## src/rtl/seq_stim_if.sv

```systemverilog
// Pattern handshake between a stimulus source (master) and the sequencer (slave).
interface seq_stim_if #(
    parameter int PAT_W = 8,
    parameter int LEN_W = 4
);
    logic             pat_valid;
    logic             pat_ready;
    logic [PAT_W-1:0] pat_data;
    logic [LEN_W-1:0] pat_len;
    logic             pat_clr;

    modport master (output pat_valid, pat_data, pat_len, pat_clr, input pat_ready);
    modport slave  (input pat_valid, pat_data, pat_len, pat_clr, output pat_ready);
endinterface

```

## src/rtl/seq_stim_ctrl.sv

```systemverilog
// Serialises pattern words MSB-first onto the detector x input, pads with zero
// gap cycles, optionally resets the detector first, and counts detector hits.
module seq_stim_ctrl #(
    parameter int PAT_W = 8,
    parameter int LEN_W = 4,
    parameter int GAP   = 2,
    parameter int CNT_W = 8
) (
    input  logic             clk,
    input  logic             rst,
    seq_stim_if.slave        pat,
    output logic             det_x,
    output logic             det_rst,
    input  logic [1:0]       det_y,
    output logic             busy,
    output logic             done,
    output logic [CNT_W-1:0] cnt1,
    output logic [CNT_W-1:0] cnt2,
    output logic [CNT_W-1:0] cnt3
);
    localparam int GCW = (GAP > 1) ? $clog2(GAP + 1) : 1;

    typedef enum logic [2:0] {S_IDLE, S_CLEAR, S_SHIFT, S_GAP, S_DONE} state_t;

    state_t             state, state_nxt;
    logic [PAT_W-1:0]   shreg, shreg_nxt, aligned;
    logic [LEN_W-1:0]   bitcnt, bitcnt_nxt, len_eff;
    logic [GCW-1:0]     gcnt, gcnt_nxt;
    logic [CNT_W-1:0]   cnt_q [3];
    logic               accept, clr_cnt, sample;

    assign pat.pat_ready = (state == S_IDLE);
    assign accept        = (state == S_IDLE) && pat.pat_valid;
    assign clr_cnt       = accept && pat.pat_clr;
    assign sample        = (state == S_SHIFT) || (state == S_GAP) || (state == S_DONE);

    // Out-of-range lengths fall back to a full word.
    assign len_eff = ((pat.pat_len == '0) || (pat.pat_len > LEN_W'(PAT_W))) ?
                     LEN_W'(PAT_W) : pat.pat_len;
    assign aligned = pat.pat_data << (LEN_W'(PAT_W) - len_eff);

    always_comb begin
        state_nxt  = state;
        shreg_nxt  = shreg;
        bitcnt_nxt = bitcnt;
        gcnt_nxt   = gcnt;
        case (state)
            S_IDLE: if (accept) begin
                shreg_nxt  = aligned;
                bitcnt_nxt = len_eff;
                state_nxt  = pat.pat_clr ? S_CLEAR : S_SHIFT;
            end
            S_CLEAR: state_nxt = S_SHIFT;
            S_SHIFT: if (bitcnt == LEN_W'(1)) begin
                state_nxt = (GAP > 0) ? S_GAP : S_DONE;
                gcnt_nxt  = GCW'(GAP - 1);
            end else begin
                shreg_nxt  = shreg << 1;
                bitcnt_nxt = bitcnt - LEN_W'(1);
            end
            S_GAP: if (gcnt == '0) state_nxt = S_DONE;
                   else            gcnt_nxt  = gcnt - GCW'(1);
            S_DONE:  state_nxt = S_IDLE;
            default: state_nxt = S_IDLE;
        endcase
    end

    // Outputs are registered from next-state so they line up with the state they describe.
    always_ff @(posedge clk or posedge rst) begin
        if (rst) begin
            state   <= S_IDLE;
            shreg   <= '0;
            bitcnt  <= '0;
            gcnt    <= '0;
            det_x   <= 1'b0;
            det_rst <= 1'b0;
            busy    <= 1'b0;
            done    <= 1'b0;
        end else begin
            state   <= state_nxt;
            shreg   <= shreg_nxt;
            bitcnt  <= bitcnt_nxt;
            gcnt    <= gcnt_nxt;
            det_x   <= (state_nxt == S_SHIFT) && shreg_nxt[PAT_W-1];
            det_rst <= (state_nxt == S_CLEAR);
            busy    <= (state_nxt != S_IDLE);
            done    <= (state_nxt == S_DONE);
        end
    end

    // Saturating hit counters, one per nonzero detector code.
    always_ff @(posedge clk or posedge rst) begin
        if (rst) begin
            for (int i = 0; i < 3; i++) cnt_q[i] <= '0;
        end else if (clr_cnt) begin
            for (int i = 0; i < 3; i++) cnt_q[i] <= '0;
        end else if (sample) begin
            for (int i = 0; i < 3; i++)
                if ((det_y == 2'(i + 1)) && (cnt_q[i] != '1))
                    cnt_q[i] <= cnt_q[i] + CNT_W'(1);
        end
    end

    assign cnt1 = cnt_q[0];
    assign cnt2 = cnt_q[1];
    assign cnt3 = cnt_q[2];
endmodule

```

## src/flat_wrapper.sv

```systemverilog
// flat-port wrapper written by rule: the top's interface ports become plain ports
module seq_stim_ctrl_flat 
#(
    parameter int PAT_W = 8,
    parameter int LEN_W = 4,
    parameter int GAP   = 2,
    parameter int CNT_W = 8
)
  (clk, rst, det_x, det_rst, det_y, busy, done, cnt1, cnt2, cnt3, pat_pat_valid, pat_pat_data, pat_pat_len, pat_pat_clr, pat_pat_ready);
  seq_stim_if #(.PAT_W(PAT_W), .LEN_W(LEN_W)) pat_i ();
  input  logic clk;
  input  logic rst;
  output logic det_x;
  output logic det_rst;
  input  logic [1:0] det_y;
  output logic busy;
  output logic done;
  output logic [CNT_W-1:0] cnt1;
  output logic [CNT_W-1:0] cnt2;
  output logic [CNT_W-1:0] cnt3;
  input wire logic [$bits(pat_i.pat_valid)-1:0] pat_pat_valid;
  input wire logic [$bits(pat_i.pat_data)-1:0] pat_pat_data;
  input wire logic [$bits(pat_i.pat_len)-1:0] pat_pat_len;
  input wire logic [$bits(pat_i.pat_clr)-1:0] pat_pat_clr;
  output wire logic [$bits(pat_i.pat_ready)-1:0] pat_pat_ready;
  assign pat_i.pat_valid = pat_pat_valid;
  assign pat_i.pat_data = pat_pat_data;
  assign pat_i.pat_len = pat_pat_len;
  assign pat_i.pat_clr = pat_pat_clr;
  assign pat_pat_ready = pat_i.pat_ready;
  seq_stim_ctrl #(.PAT_W(PAT_W), .LEN_W(LEN_W), .GAP(GAP), .CNT_W(CNT_W)) u_core (.clk(clk), .rst(rst), .pat(pat_i), .det_x(det_x), .det_rst(det_rst), .det_y(det_y), .busy(busy), .done(done), .cnt1(cnt1), .cnt2(cnt2), .cnt3(cnt3));
endmodule
```

## config.mk

```make
export PLATFORM = sky130hd
export DESIGN_NAME = seq_stim_ctrl_flat
export DESIGN_NICKNAME = d
export VERILOG_FILES = /design/src/rtl/seq_stim_if.sv /design/src/rtl/seq_stim_ctrl.sv /design/src/flat_wrapper.sv
export SDC_FILE = /design/constraint.sdc
export NUM_CORES = 1
export LEC_CHECK = 0
export ABC_CLOCK_PERIOD_IN_PS = 2300
export BUFFER_PORTS_ARGS = -buffer_cell sky130_fd_sc_hd__buf_2
export CAP_MARGIN = 5
export CORE_MARGIN = 2
export CORE_UTILIZATION = 56
export DETAILED_ROUTE_END_ITERATION = 7
export HOLD_SLACK_MARGIN = 0.05
export PLACE_DENSITY = 0.8
export RECOVER_POWER = 25
export SLEW_MARGIN = 0
export SYNTH_ARGS = -nofsm -noshare
export SYNTH_HDL_FRONTEND = slang
export SYNTH_SLANG_ARGS = --single-unit
export TNS_END_PERCENT = 50
```

## constraint.sdc

```tcl
create_clock -name clk -period 2.3 [get_ports clk]
set_input_delay 0.46 -clock clk [delete_from_list [all_inputs] [get_ports clk]]
set_output_delay 0.46 -clock clk [all_outputs]
set_load 0.03 [all_outputs]
```

Word level (Yosys, flattened, before mapping):

Index checks and enable logic that the tools add are counted.

* shift-type cells: 1
* order comparisons: 1
* reductions and logical operators: 24
* multiplexer cells: 20
* $add $sub $neg: 6
* eq/ne operators: 18

Operators by type and width (number)
* two-way mux 24 bit: 2
* two-way mux 8 bit: 5
* adder 8 x 1 -> 8 bit, second input constant: 3
* != test 8 bit, second input constant: 3
* case mux 8 bit (2 select lines): 1
* two-way mux 4 bit: 3
* case mux 3 bit (4 select lines): 1
* nonzero test 2 bit: 6
* equality test 3 x 2 -> 1 bit, second input constant: 3
* two-way mux 3 bit: 3
* case mux 4 bit (2 select lines): 1
* left shift 8 x 4 -> 8 bit: 1
* equality test 3 x 1 -> 1 bit, second input constant: 2
* equality test 3 bit, second input constant: 2
* logical AND 1 bit: 6
* two-way mux 2 bit: 3
* != test 2 bit, second input constant: 3
* AND reduction 2 bit: 3
* AND reduction 3 bit: 2
* equality test 2 bit, second input constant: 2
* equality test 4 x 1 -> 1 bit, second input constant: 1
* greater-than comparator 4 bit, second input constant: 1
* zero test 4 bit: 1
* case mux 2 bit (2 select lines): 1
* other kinds (9): 11

* input port bits: 18
* logic and storage cells: 82
* output and inout bits: 29
* register bits after elaboration: 45

Logic depth before layout (Yosys ltp):

* word-level depth: 8
* gate-level depth with buffers: 8
* mapped depth without buffers: 7

Worst setup path after synthesis:

OpenSTA, ideal clock, no wires.

* kind: input-to-reg
* from: in pat_pat_len[3]
* to: reg u_core.det_x
* path slack: -0.261 ns
* buffers on the path: 2
* data required time: 2.164 ns
* arrival: 2.425 ns
* cell stages on the path: 8
* library setup time: 0.136 ns
* cell sequence: nand2b_1 -> buf_2 -> ha_1 -> buf_2 -> mux4_2 -> and3_1 -> a2111oi_2 -> nor3_1

* cells in the longest elaborated chain, start to end: 8
* elaborated cells on any way between the ends: 9
* those cells by class: add/sub (1); order compare (1); shift (1); mux (3); reduce/logical (3)

RTL lines
* start: declaration: RTL line flat_wrapper.sv:23 `input wire logic [$bits(pat_i.pat_len)-1:0] pat_pat_len;`
* greater-than comparator 4 bit / zero test 4 bit (equally long branches): RTL line seq_stim_ctrl.sv:38 `assign len_eff = ((pat.pat_len == '0) || (pat.pat_len > LEN_W'(PAT_W))) ?`
* logical OR 1 bit: RTL line seq_stim_ctrl.sv:38
* two-way mux 4 bit *: RTL line seq_stim_ctrl.sv:38
* subtractor 4 bit *: RTL line seq_stim_ctrl.sv:40 `assign aligned = pat.pat_data << (LEN_W'(PAT_W) - len_eff);`
* left shift 8 x 4 -> 8 bit *: RTL line seq_stim_ctrl.sv:40
* two-way mux 8 bit *: RTL line seq_stim_ctrl.sv:48 `S_IDLE: if (accept) begin`
* case mux 8 bit (2 select lines) *: RTL line seq_stim_ctrl.sv:47 `case (state)`
* logical AND 1 bit *: RTL line seq_stim_ctrl.sv:84 `det_x <= (state_nxt == S_SHIFT) && shreg_nxt[PAT_W-1];`
* end signal: assignment: RTL line seq_stim_ctrl.sv:84
* end: declaration: RTL line seq_stim_ctrl.sv:12 `output logic det_x,`

Mark *: on every way between the ends. The rest lies on a longest branch, timed or not. The select of a mux whose other input is x is not followed.
A chain may end at the register's enable or synchronous reset.

Final worst setup path:

Same ends and word-level chain as after synthesis.

==> results.yml <==
run_status:
  status: "finished, final reports clean"
cts:
  clk_pin_slew_worst_paths_ns: 0.08
  clk_latency_ns: 0.30
  cts-resized-gates: 0
  clock_tree.buffer_depth: 2
  cts_sinks: 45
  ctsHoldBuffers: 0
  cts_setup_buffers: 0
  numCtsBuffers: 5
  cts_tree: "done"
  cts-root-buf: "clkbuf_8"
  htree_levels: 2
final_layout:
  syn2layout_area_growth_pct: 17.40
  final_cell_mix: "46 x buf_2, 45 x dfrtp_1, 32 x nand2_1"
  layout.nets: 352
  multi_input_area_um2: 1424
  final_common_cell: "buf_2"
  drive_above_1_share_pct: 22.94
  final_core_util_pct: 69.12
  stdcell_count: 379
  regArea_um2: 1126
  fill_cells: 365
  num_antenna_cells: 0
  final_area_um2: 3030
global_routing:
  grt_pass1_vias: 2130
  grt_max_degree: 35
  antenna_found_initial: 0
  grt_first_pass_wirelength_mm: 9.377
  grt_overflow: 0
  grt_usage_pct: 23.12
setup_path:
  required_ns: 2.48
  endpoint_kind: "register"
  cp.depth: 7
  critPathBufInv: 1
  crit_start: "pat_pat_len[3]"
  cp_top_family: "multiplexers"
  cp_max_fo: 3
  worst_ep_arrival_time_ns: 2.16
  critical_path_class: "primary input to register"
  slowest_delay_ns: 0.49
  slowest_stage: "mux4_2"
  cp_cell_sequence: "buf_2 > nand2b_1 > ha_4 > mux4_2 > and3_4 > a2111oi_4 > nor3_1"
  cp-start-kind: "primary input"
  r2r-start: "u_core.bitcnt[0]"
  r2r_cells: 5
synth:
  yosysWarnings: 0
  synth_flop_cell: "dfrtp_1"
  yosysSeqAreaShare_pct: 43.63
  ys_ff_latch: 45
  synth.avg_cell_area_um2: 9.490
  async_flop_share_pct: 100.0
  syn-num-nets: 297
  synth_cells: 272
  synth_edf_count: 0
  synth_cell_types: 47
  syn_area_um2: 2581
route:
  first_pass_iters: 4
  met2_length_mm: 2.591
  wire_per_inst_um: 14.50
  postRouteAntennaNets: 0
  avgViaCountPerCell: 5.863
  drc: 0
  met1Wirelength_mm: 2.578
  drt_iter0_drc: 125
  wl_met3_um: 229
  highest_layer: "met4"
  wirelength_mm: 5.494
  vias: 2222
hold_path:
  min_path_type: "primary input to async pin"
placement:
  dpl_cell_area_um2: 2959
  port_buffers: 46
  dp_hpwl_mm: 4.113
  dp_cells: 372
  place_ws_ns: -0.003817
  globalplace.congestion: 0.8357
run:
  cap_violations: 0
sta:
  rsz0062_at_grt: "no"
  fmax_ghz: 0.5040
  period_share_pct: 86.27
  setup_violations: 0
  setup_slack_ns: 0.3157
  period_minus_slack_ns: 1.984
  hold_violations: 0
  fin_skew_ns: 0.006671
  drv_slew: 0
  worstMarginPinSlew_ns: 0.8248
  slew_headroom_pct: 45.01
power_and_ir_drop:
  combPwrFrac_pct: 46.3
  p_sw_mw: 1.487
  powerDensity_nw_per_um2: 1104
  total_leakage_power_nw: 1.505
  pwr-share-seq_pct: 39.1
  vdd_drop_max_mv: 0.6524
  pwr-share-clk_pct: 14.6
  swShare_pct: 44.45
  p_int_mw: 1.858
  total_power_mw: 3.344
floorplanning:
  io_pins: 47
  start_util_pct: 58.88
  core_um2: 4384
  die_area_um2: 5168
  rows: 24
  fp.dieW_um: 71.89
  die_y_um: 71.89
## per-stage QoR
stage / setup TNS (ns) / hold WS, ns
after global routing: 0 / 0.1088
after floorplan: -0.01585 / 0.4581
after detailed placement: -0.004721 / 0.4388
after global placement: 0 / 0.4366
after CTS: 0 / 0.1169
final: 0 / 0.09155
## synthesized netlist by cell type (2+ instances only)
library cell / number / area share, %
inv_1: 11 / 1.6
a21oi_1: 8 / 1.6
nor4_1: 6 / 1.5
nor2b_1: 4 / 0.97
and3_1: 7 / 1.7
dfrtp_1: 45 / 44
mux4_2: 3 / 2.6
xnor2_1: 12 / 4.1
nor2_1: 27 / 3.9
o21ai_0: 14 / 2.7
nand4_1: 6 / 1.5
and4_1: 2 / 0.68
nand3_1: 15 / 2.9
xor2_1: 2 / 0.68
a222oi_1: 3 / 1.2
nor3b_2: 2 / 0.97
nand2b_1: 5 / 1.2
nor3_1: 9 / 1.7
o21ai_1: 4 / 0.78
ha_1: 7 / 3.4
nor3b_1: 3 / 0.87
nand2_1: 32 / 4.7
o31ai_1: 2 / 0.58
mux2i_1: 15 / 5.8
buf_2: 4 / 0.78
clkbuf_1: 2 / 0.29
and2_1: 2 / 0.48
## path summary, 6_finish.rpt
path                                   end  slack, ns
setup / recovery              u_core.det_x       0.32
hold / removal              u_core.cnt2[6]       0.09
setup reg to reg           u_core.shreg[5]       0.34
hold reg to reg            u_core.shreg[2]       0.49
max in group asynchronous   u_core.gcnt[1]       1.11
min in group clk           u_core.shreg[2]       0.49
## worst register-to-register path: stages, from the launching register on
cell and delay (ns):
dfrtp_1 0.43, ha_1 0.22, nor3b_2 0.18, a2111o_1 0.55
a222oi_1 0.36, o21ai_1 0.10
## cell type report
| class | count | area share, % |
|---|---|---|
| clock buffers | 7 | 2.849 |
| multi-input cells | 210 | 46.99 |
| repair buffers | 54 | 9.496 |
| inverters | 11 | 1.363 |
| flip-flops and latches | 45 | 37.16 |
| well taps | 52 | 2.147 |
## power by group through the flow
stage / clock, mW / sequential (mW) / combinational [mW]
finish: 0.487 / 1.31 / 1.55
global placement: 0 / 1.31 / 1.51
global route: 0.526 / 1.35 / 1.74
CTS: 0.499 / 1.31 / 1.56
floorplan: 0 / 1.48 / 0.971
detailed placement: 0 / 1.32 / 1.55
## kinds of logic (layout without fill, tap and decap cells)
| kind of cell | Yosys count | count (layout) | share of synthesized area, % |
|---|---|---|---|
| xor gates and xnor gates | 14 | 14 | 4.750 |
| muxes | 19 | 19 | 8.870 |
| adders and majority gates | 7 | 7 | 3.393 |
| AOI/OAI and AO/OA | 42 | 42 | 10.71 |
| buffers and inverters | 17 | 72 | 2.666 |
| and+or+nand+nor | 128 | 128 | 25.98 |
| DFF | 45 | 45 | 43.63 |
## layer usage
layer | vias to the layer above | track usage [%]
met5 | - | 0
met4 | 0 | 8.805
li1 | 1094 | -
met2 | 53 | 36.11
met3 | 11 | 3.889
met1 | 1064 | 32.69
## registers in the layout, summed over array words and instances, names as in the netlist
| name | cells |
|---|---|
| u_core.cnt2 | 8 |
| u_core.state | 3 |
| u_core.det_x | 1 |
| u_core.cnt1 | 8 |
| u_core.done | 1 |
| u_core.cnt3 | 8 |
| u_core.busy | 1 |
| u_core.bitcnt | 4 |
| u_core.gcnt | 2 |
| u_core.det_rst | 1 |
| u_core.shreg | 8 |
Note: power is estimated with default switching activity, not from simulation.
